==> config.mk <==
export PLATFORM = sky130hd
export DESIGN_NAME = uart_program_loader
export DESIGN_NICKNAME = d
export VERILOG_FILES = /design/src/rtl/cpu_pkg.sv /design/src/rtl/uart_rx_core.sv /design/src/rtl/uart_program_loader.sv
export SDC_FILE = /design/constraint.sdc
export NUM_CORES = 1
export LEC_CHECK = 0
export ABC_AREA = 1
export CORE_MARGIN = 2
export CORE_UTILIZATION = 63
export CTS_CLUSTER_SIZE = 20
export DETAILED_ROUTE_END_ITERATION = 16
export PLACE_DENSITY = 0.8
export SYNTH_ARGS = -nofsm -noshare
export SYNTH_HDL_FRONTEND = slang
export SYNTH_HIERARCHICAL = 1
export SYNTH_SLANG_ARGS = --single-unit
==> constraint.sdc <==
create_clock -name Clk -period 11.4 [get_ports Clk]
set_input_delay 2.85 -clock Clk [delete_from_list [all_inputs] [get_ports Clk]]
set_output_delay 2.85 -clock Clk [all_outputs]
set_load 0.03 [all_outputs]
==> src/rtl/cpu_pkg.sv <==
// Shared constants and receiver state encoding for the CPU front end.
// EMPTY_BYTE is what an unloaded program location reads as: a HLT instruction.
package cpu_pkg;

  localparam int DEPTH  = 32;
  localparam int ADDR_W = 5;

  localparam logic [2:0] HLT_OPCODE = 3'b000;
  localparam logic [7:0] EMPTY_BYTE = {5'b00000, HLT_OPCODE};

  typedef enum logic [2:0] {
    RX_IDLE  = 3'd0,
    RX_START = 3'd1,
    RX_DATA  = 3'd2,
    RX_STOP  = 3'd3,
    RX_BREAK = 3'd4
  } rx_state_e;

endpackage

==> src/rtl/uart_rx_core.sv <==
// 8N1 UART receiver: RX synchronizer, frame FSM, bit timer and shift register.
// byte_valid/frame_err pulse on the cycle whose clock edge samples the stop bit.
module uart_rx_core
  import cpu_pkg::*;
#(
  parameter int CLKS_PER_BIT = 868
) (
  input  logic       clk,
  input  logic       rst,
  input  logic       rx,
  input  logic       abort,
  output logic       byte_valid,
  output logic [7:0] byte_data,
  output logic       frame_err,
  output logic       busy
);

  localparam int CNT_W = $clog2(CLKS_PER_BIT);
  localparam logic [CNT_W-1:0] BIT_LAST  = CNT_W'(CLKS_PER_BIT - 1);
  localparam logic [CNT_W-1:0] HALF_LAST = CNT_W'(CLKS_PER_BIT / 2 - 1);

  rx_state_e        state_q;
  logic [CNT_W-1:0] cnt_q;
  logic [2:0]       bit_idx_q;
  logic [7:0]       shift_q;
  logic             rx_meta_q;
  logic             rx_s_q;
  logic             stop_tick;

  // Handshake: byte_valid and frame_err are single-cycle strobes with no
  // back-pressure; the consumer must act on the same edge that ends them.
  assign stop_tick  = !abort && (state_q == RX_STOP) && (cnt_q == BIT_LAST);
  assign byte_valid = stop_tick && rx_s_q;
  assign frame_err  = stop_tick && !rx_s_q;
  assign byte_data  = shift_q;
  assign busy       = (state_q != RX_IDLE);

  always_ff @(posedge clk or posedge rst) begin
    if (rst) begin
      rx_meta_q <= 1'b1;
      rx_s_q    <= 1'b1;
      state_q   <= RX_IDLE;
      cnt_q     <= '0;
      bit_idx_q <= '0;
      shift_q   <= '0;
    end else begin
      rx_meta_q <= rx;
      rx_s_q    <= rx_meta_q;
      if (abort) begin
        state_q <= RX_IDLE;
        cnt_q   <= '0;
      end else begin
        case (state_q)
          RX_IDLE: begin
            if (!rx_s_q) begin
              state_q <= RX_START;
              cnt_q   <= '0;
            end
          end
          RX_START: begin
            if (cnt_q == HALF_LAST) begin
              cnt_q     <= '0;
              bit_idx_q <= '0;
              // A start bit that is gone by mid-bit was line noise.
              state_q   <= rx_s_q ? RX_IDLE : RX_DATA;
            end else begin
              cnt_q <= cnt_q + 1'b1;
            end
          end
          RX_DATA: begin
            if (cnt_q == BIT_LAST) begin
              cnt_q              <= '0;
              shift_q[bit_idx_q] <= rx_s_q;
              if (bit_idx_q == 3'd7) state_q <= RX_STOP;
              else                   bit_idx_q <= bit_idx_q + 1'b1;
            end else begin
              cnt_q <= cnt_q + 1'b1;
            end
          end
          RX_STOP: begin
            if (cnt_q == BIT_LAST) begin
              cnt_q   <= '0;
              state_q <= rx_s_q ? RX_IDLE : RX_BREAK;
            end else begin
              cnt_q <= cnt_q + 1'b1;
            end
          end
          RX_BREAK: begin
            // A held-low line must go high before another frame can start.
            if (rx_s_q) state_q <= RX_IDLE;
          end
          default: state_q <= RX_IDLE;
        endcase
      end
    end
  end

endmodule

==> src/rtl/uart_program_loader.sv <==
// Program loader: UART bytes received while Load is high fill a 32-entry buffer
// that the CPU fetch reads combinationally at PC.
module uart_program_loader
  import cpu_pkg::*;
#(
  parameter int CLKS_PER_BIT = 868
) (
  input  logic              Clk,
  input  logic              Reset,
  input  logic              Load,
  input  logic              RX,
  input  logic [ADDR_W-1:0] PC,
  output logic [7:0]        Data_out,
  output logic              FE,
  output logic [5:0]        Byte_count,
  output logic              Full,
  output logic              Busy
);

  logic [7:0]        mem_q [DEPTH];
  logic [7:0]        mem_d [DEPTH];
  logic [ADDR_W-1:0] wr_ptr_q, wr_ptr_d;
  logic [5:0]        count_q, count_d;
  logic              fe_q, fe_d;
  logic              full_q, full_d;
  logic              load_q;
  logic              load_rise;
  logic              rx_en;
  logic              byte_valid;
  logic [7:0]        byte_data;
  logic              frame_err;

  assign load_rise = Load & ~load_q;
  assign rx_en     = Load & load_q;

  uart_rx_core #(
    .CLKS_PER_BIT(CLKS_PER_BIT)
  ) u_rx (
    .clk       (Clk),
    .rst       (Reset),
    .rx        (RX),
    .abort     (~rx_en),
    .byte_valid(byte_valid),
    .byte_data (byte_data),
    .frame_err (frame_err),
    .busy      (Busy)
  );

  always_comb begin
    mem_d    = mem_q;
    wr_ptr_d = wr_ptr_q;
    count_d  = count_q;
    fe_d     = fe_q;
    full_d   = full_q;
    if (load_rise) begin
      for (int i = 0; i < DEPTH; i++) mem_d[i] = EMPTY_BYTE;
      wr_ptr_d = '0;
      count_d  = '0;
      fe_d     = 1'b0;
      full_d   = 1'b0;
    end else begin
      if (byte_valid && !full_q) begin
        mem_d[wr_ptr_q] = byte_data;
        count_d         = count_q + 6'd1;
        full_d          = (count_q == 6'(DEPTH - 1));
        // The pointer parks on the last entry; Full blocks further writes.
        if (wr_ptr_q != ADDR_W'(DEPTH - 1)) wr_ptr_d = wr_ptr_q + 1'b1;
      end
      if (frame_err) fe_d = 1'b1;
    end
  end

  always_ff @(posedge Clk or posedge Reset) begin
    if (Reset) begin
      for (int i = 0; i < DEPTH; i++) mem_q[i] <= EMPTY_BYTE;
      wr_ptr_q <= '0;
      count_q  <= '0;
      fe_q     <= 1'b0;
      full_q   <= 1'b0;
      load_q   <= 1'b0;
    end else begin
      mem_q    <= mem_d;
      wr_ptr_q <= wr_ptr_d;
      count_q  <= count_d;
      fe_q     <= fe_d;
      full_q   <= full_d;
      load_q   <= Load;
    end
  end

  assign Data_out   = mem_q[PC];
  assign FE         = fe_q;
  assign Byte_count = count_q;
  assign Full       = full_q;

endmodule
Yosys cells after proc, flatten, opt, wreduce, memory -nomap -nowiden
Index checks and enable logic that the tools add are counted.
Widths: inputs -> output; s select.
{ "totals": {"reg_bits": 296, "output_inout_bits": 17, "word_cells": 136} }
{ "op_classes": {"n_addsub": 4, "magnitude_cmp": 5, "n_eq_ne": 19, "n_mux": 39, "n_bitwise": 5, "n_reduce_logical": 21} }
{ "op_table": {"columns": ["cell", "count"], "rows": [
  ["$mux 256", 2],
  ["$bwmux 256", 1],
  ["$bmux 8 s5", 1],
  ["$demux 8 s5", 1],
  ["$mux 10", 4],
  ["$mux 3", 11],
  ["$pmux 10 s3", 1],
  ["$mux 8", 3],
  ["$mux 5", 3],
  ["$pmux 3 s5", 1],
  ["$ge 6x6->1 const B", 2],
  ["$mux 6", 2],
  ["$ne 3x2->1 const B", 4],
  ["$not 5->6", 2],
  ["$add 10x1->10 const B", 1],
  ["$eq 10x10->1 const B", 1],
  ["$eq 10x9->1 const B", 1],
  ["$bwmux 8", 1],
  ["$reduce_bool 2->1", 4],
  ["$logic_and 1x1->1", 7],
  ["$add 6x1->6 const B", 1],
  ["$eq 3x2->1 const B", 2],
  ["$eq 3x3->1 const B", 2],
  ["$eq 6x5->1 const B", 1],
  ["25 further kinds", 34]
]} }

Depth between registers and ports, before layout
{ "logic_depth": {"ltp_word": 8, "depth_mapped": 13} }

Modules after synthesis
Netlist, hierarchy kept.
{ "modules_own_cells": {"columns": ["mod", "n_inst", "cells_per_inst", "area_each_um2", "seq_area_each_um2"], "rows": [
  ["uart_program_loader", 1, 1620, 13788.2, 6756.5],
  ["uart_rx_core", 1, 222, 1594.0, 653.1]
]} }

Worst setup path before layout
OpenSTA, ideal clock, no wires.
{ "synth_timing": {"path_kind": "input to output", "from": "input PC[2]", "to": "output Data_out[3]", "arrival_time_ns": 3.842, "path_slack_ns": 4.708, "path_stages": 8, "cell_sequence": "clkbuf_1 -> clkbuf_1 -> nand3_1 -> nand2_1 -> nand2_1 -> nand2_1 -> nand2_1 -> nand2_1"} }
{ "synth_via": {"elab_chain_cells": 4} }
{ "synth_lines": {"columns": ["element", "line", "source"], "rows": [
  ["from (decl)", "uart_program_loader.sv:12", "input logic [ADDR_W-1:0] PC,"],
  ["$not 5->6 (implied by the code)", "uart_program_loader.sv:91", "assign Data_out = mem_q[PC];"],
  ["$bmux 8 s5", "uart_program_loader.sv:91", null],
  ["$mux 8 (implied by the code) (2 in a row)", "uart_program_loader.sv:91", null],
  ["to (decl)", "uart_program_loader.sv:13", "output logic [7:0] Data_out,"]
]} }
Every way passes these cells. The select of a mux whose other input is x is not followed.

Worst setup path after layout
{ "layout_timing": {"from": "input PC[0]", "to": "output Data_out[4]"} }
Same word-level chain as after synthesis.

==> results.cfg <==
[route]
drt_first_iter_violations = 1647
wl_met3_um = 3196
ant_nets = 0
highest_layer = met4
totalWireLength_um = 39100
drcViolationCount = 0
dr_wl_met2_um = 18290
avgViaCountPerCell = 6.157
wl_met1_um = 16580
detail_route.wl_per_cell_um = 18.51
first_pass_iters = 5
vias = 13003

[cts]
htree_num_levels = 1
cts_resized = 0
cts_buffer_depth = 3
insertion_delay_ns = 0.55
cts_buffers = 30
cts_setup_buffers = 0
clockRootBuffer = clkbuf_16
ctsHoldBuffers = 0
cts_tree = yes
clock_sinks = 296
clkSlewWorstSetupHoldPaths_ns = 0.05

[finish]
fin_nets = 1786
antenna_cells = 0
final_cell_area_mm2 = 0.01605
fill_cells = 1993
fin_cells = 2112
drive_gt1_share_pct = 9.172
syn_to_final_growth_pct = 4.311

[sta]
period_minus_slack_ns = 8.769
hold_violations = 0
tns_ns = 0
worst_slew_pin_slew_ns = 1.107
finalMaxSlewViolations = 0
clock_skew_ns = 0.008703
slew_headroom_pct = 26.20
whs_ns = 0.3539
max_freq_mhz = 114.0
rsz0062_at_grt = no
finalSetupViolations = 0
finalCritPeriodShare_pct = 76.92

[worst_setup_path]
worstSetupEndpointType = primary output
arrival_ns = 5.92
path_common_cell = nand2_1
worstSetupPathDepth = 12
rr_startpoint = load_q
rr_endpoint = wr_ptr_q[2]
crit_slowest_cell = buf_4
path_cells = buf_4 > clkinv_2 > buf_4 > nand2_1 > nand3_1 > nand3_1 > nand2_1 > nand2_1 > nand2_1 > nand2_1 > nand2_1 > clkdlybuf4s50_1
worstSetupPathType = input port to primary output
reg2reg_depth = 6
critPathMaxFanout = 67
timing.critical_path.buf_inv = 4
worstPathRequired_ns = 8.55
cpLargestDelayFamily = buffers and inverters
rrSetupSlack_ns = 7.91
critPathMaxStageDelay_ns = 0.72
start_kind = input port

[floorplan]
initial_utilization_pct = 63.62
pin_count = 26
die_area_mm2 = 0.02568
core_area_mm2 = 0.02418
fp-row-count = 57
die_h_um = 160.3
die_w_um = 160.3

[synth]
ys.flop_type = dfrtp_1
synth_nets = 1861
synth_edf_count = 0
yosysMostFrequentCell = nand3_1
yosys.area.top_type_share_pct = 47.83
synth.avg_cell_area_um2 = 8.351
ys_seq_elements = 296
ys_seq_area_share_pct = 48.17
syn_area_mm2 = 0.01538
async_flop_share_pct = 100.0
synthTopCellsByArea = dfrtp_1, nand3_1, nand2_1
yosysUniqueCellTypes = 45
synth_largest_area_cell = dfrtp_1
yosys_warnings = 6
yosys-top-cells-count = nand3_1, nand2_1, dfrtp_1, o21ai_1, nor2_1
syn_inst = 1842

[global_route]
grt_max_degree = 176
grt_pass1_vias = 12399
grt_pass1_wl_um = 64800
grt_overflow_total = 0
antenna_found_initial = 0
grt.total_usage_pct = 30.88

[pwr]
p_int_uw = 1609
ir_drop_v = 0.00008771
p_clk_share_pct = 43.9
power_frac_comb_pct = 6.3
sw_frac_of_total_pct = 24.00
switchingPower_uw = 508.0
leakagePower_uw = 0.006898
seqPwrFrac_pct = 49.8
p_per_area_mw_per_mm2 = 131.9

[place]
finalWeightedCongestion = 0.8792
dp_hpwl_um = 23330
placed_area_mm2 = 0.01513
portBuffers = 25
dp.cells = 2059

[outcome]
status = finished clean

[worst_hold_path]
hold_class = register to register
worstHoldPathCells = 0
min_to = u_rx/rx_s_q
min_from = u_rx/rx_meta_q

[job]
cap_violations = 0
## sequential cells by signal (all words and copies together) (netlist names)
register	flops
u_rx/rx_meta_q	1
u_rx/bit_idx_q	3
u_rx/byte_data	8
u_rx/cnt_q	10
load_q	1
wr_ptr_q	5
u_rx/state_q	3
mem_q	256
u_rx/rx_s_q	1
Byte_count	6
Full	1
FE	1
## power by group through the flow
stage | Combinational [uW] | Sequential [uW] | Clock (uW)
after floorplan | 100 | 1070 | 0
after global placement | 131 | 1070 | 0
after detailed placement | 132 | 1070 | 0
after CTS | 132 | 1050 | 940
after global routing | 146 | 1050 | 983
final | 134 | 1050 | 930
## cell type report
class                      instances  area, um^2  area share [%]
tap                              324       405.4           2.527
inverter                          57       240.2           1.497
timing repair buffer              39       360.3           2.246
multi-input combinational       1343        6711           41.83
sequential                       296        7410           46.18
clock inverter                     6       32.53          0.2027
clock buffer                      47       885.9           5.521
## metal layers
| metal | global-route usage, % | vias up |
|---|---|---|
| li1 | - | 6114 |
| met1 | 44.16 | 6254 |
| met2 | 49.57 | 556 |
| met3 | 4.416 | 79 |
| met4 | 9.173 | 0 |
| met5 | 0 | - |
## worst reg2reg max path: cells and delay by family, from the launching register on
| family | cells | cell delay, ns |
|---|---|---|
| simple gates | 2 | 0.94 |
| compound gates | 2 | 0.25 |
| buf+inv | 2 | 1.83 |
| flops | 1 | 0.35 |
## kinds of logic after synthesis
logic type               after synthesis  synth area share (%)
multiplexers                           1               0.06507
AND/OR/NAND/NOR                     1036                 32.10
AO/OA/AOI/OAI                        294                 10.54
XOR/XNOR                               2                0.1139
adder cells (fa/ha/maj)               10                0.8134
flip-flops                           296                 48.17
buffers and inverters                203                 8.199
## worst max-delay path by stage
stage,from,endpoint,slack [ns]
floorplan,Reset,Byte_count[0],1.11
global placement,PC[0],Data_out[4],2.74
detailed placement,PC[0],Data_out[4],2.72
CTS,PC[0],Data_out[4],2.71
global route,PC[0],Data_out[1],2.48
finish,PC[0],Data_out[4],2.63
## through the flow
stage | util (%) | power, uW | setup slack, ns
finish | 66.37 | 2117 | 2.631
global placement | 62.57 | 1204 | 2.740
floorplan | - | 1173 | 1.111
CTS | 66.37 | 2126 | 2.712
detailed placement | 62.57 | 1204 | 2.719
global route | 66.37 | 2183 | 2.478
## placed cells by master, fill, tap and decap left out, types with 3 or more instances in the layout
| cell type | synthesis | layout |
|---|---|---|
| nand4_1 | 10 | 10 |
| nand4_4 | 10 | 10 |
| inv_2 | 10 | 10 |
| nor2_1 | 55 | 55 |
| clkbuf_8 | 0 | 5 |
| ha_1 | 10 | 10 |
| nor3_1 | 5 | 5 |
| dfrtp_1 | 294 | 294 |
| nand2_1 | 440 | 440 |
| a21oi_1 | 11 | 11 |
| clkdlybuf4s50_1 | 0 | 23 |
| nand3_2 | 4 | 4 |
| o21ai_1 | 203 | 203 |
| o21ai_2 | 34 | 34 |
| nand3_4 | 5 | 5 |
| buf_4 | 6 | 14 |
| inv_1 | 44 | 42 |
| clkbuf_1 | 17 | 11 |
| nand2_4 | 4 | 4 |
| o21ai_0 | 40 | 40 |
| clkinv_2 | 0 | 6 |
| clkbuf_16 | 0 | 31 |
| inv_8 | 2 | 3 |
| nand3_1 | 470 | 470 |
| nand2_2 | 22 | 22 |
Note: power is estimated with default switching activity, not from simulation.
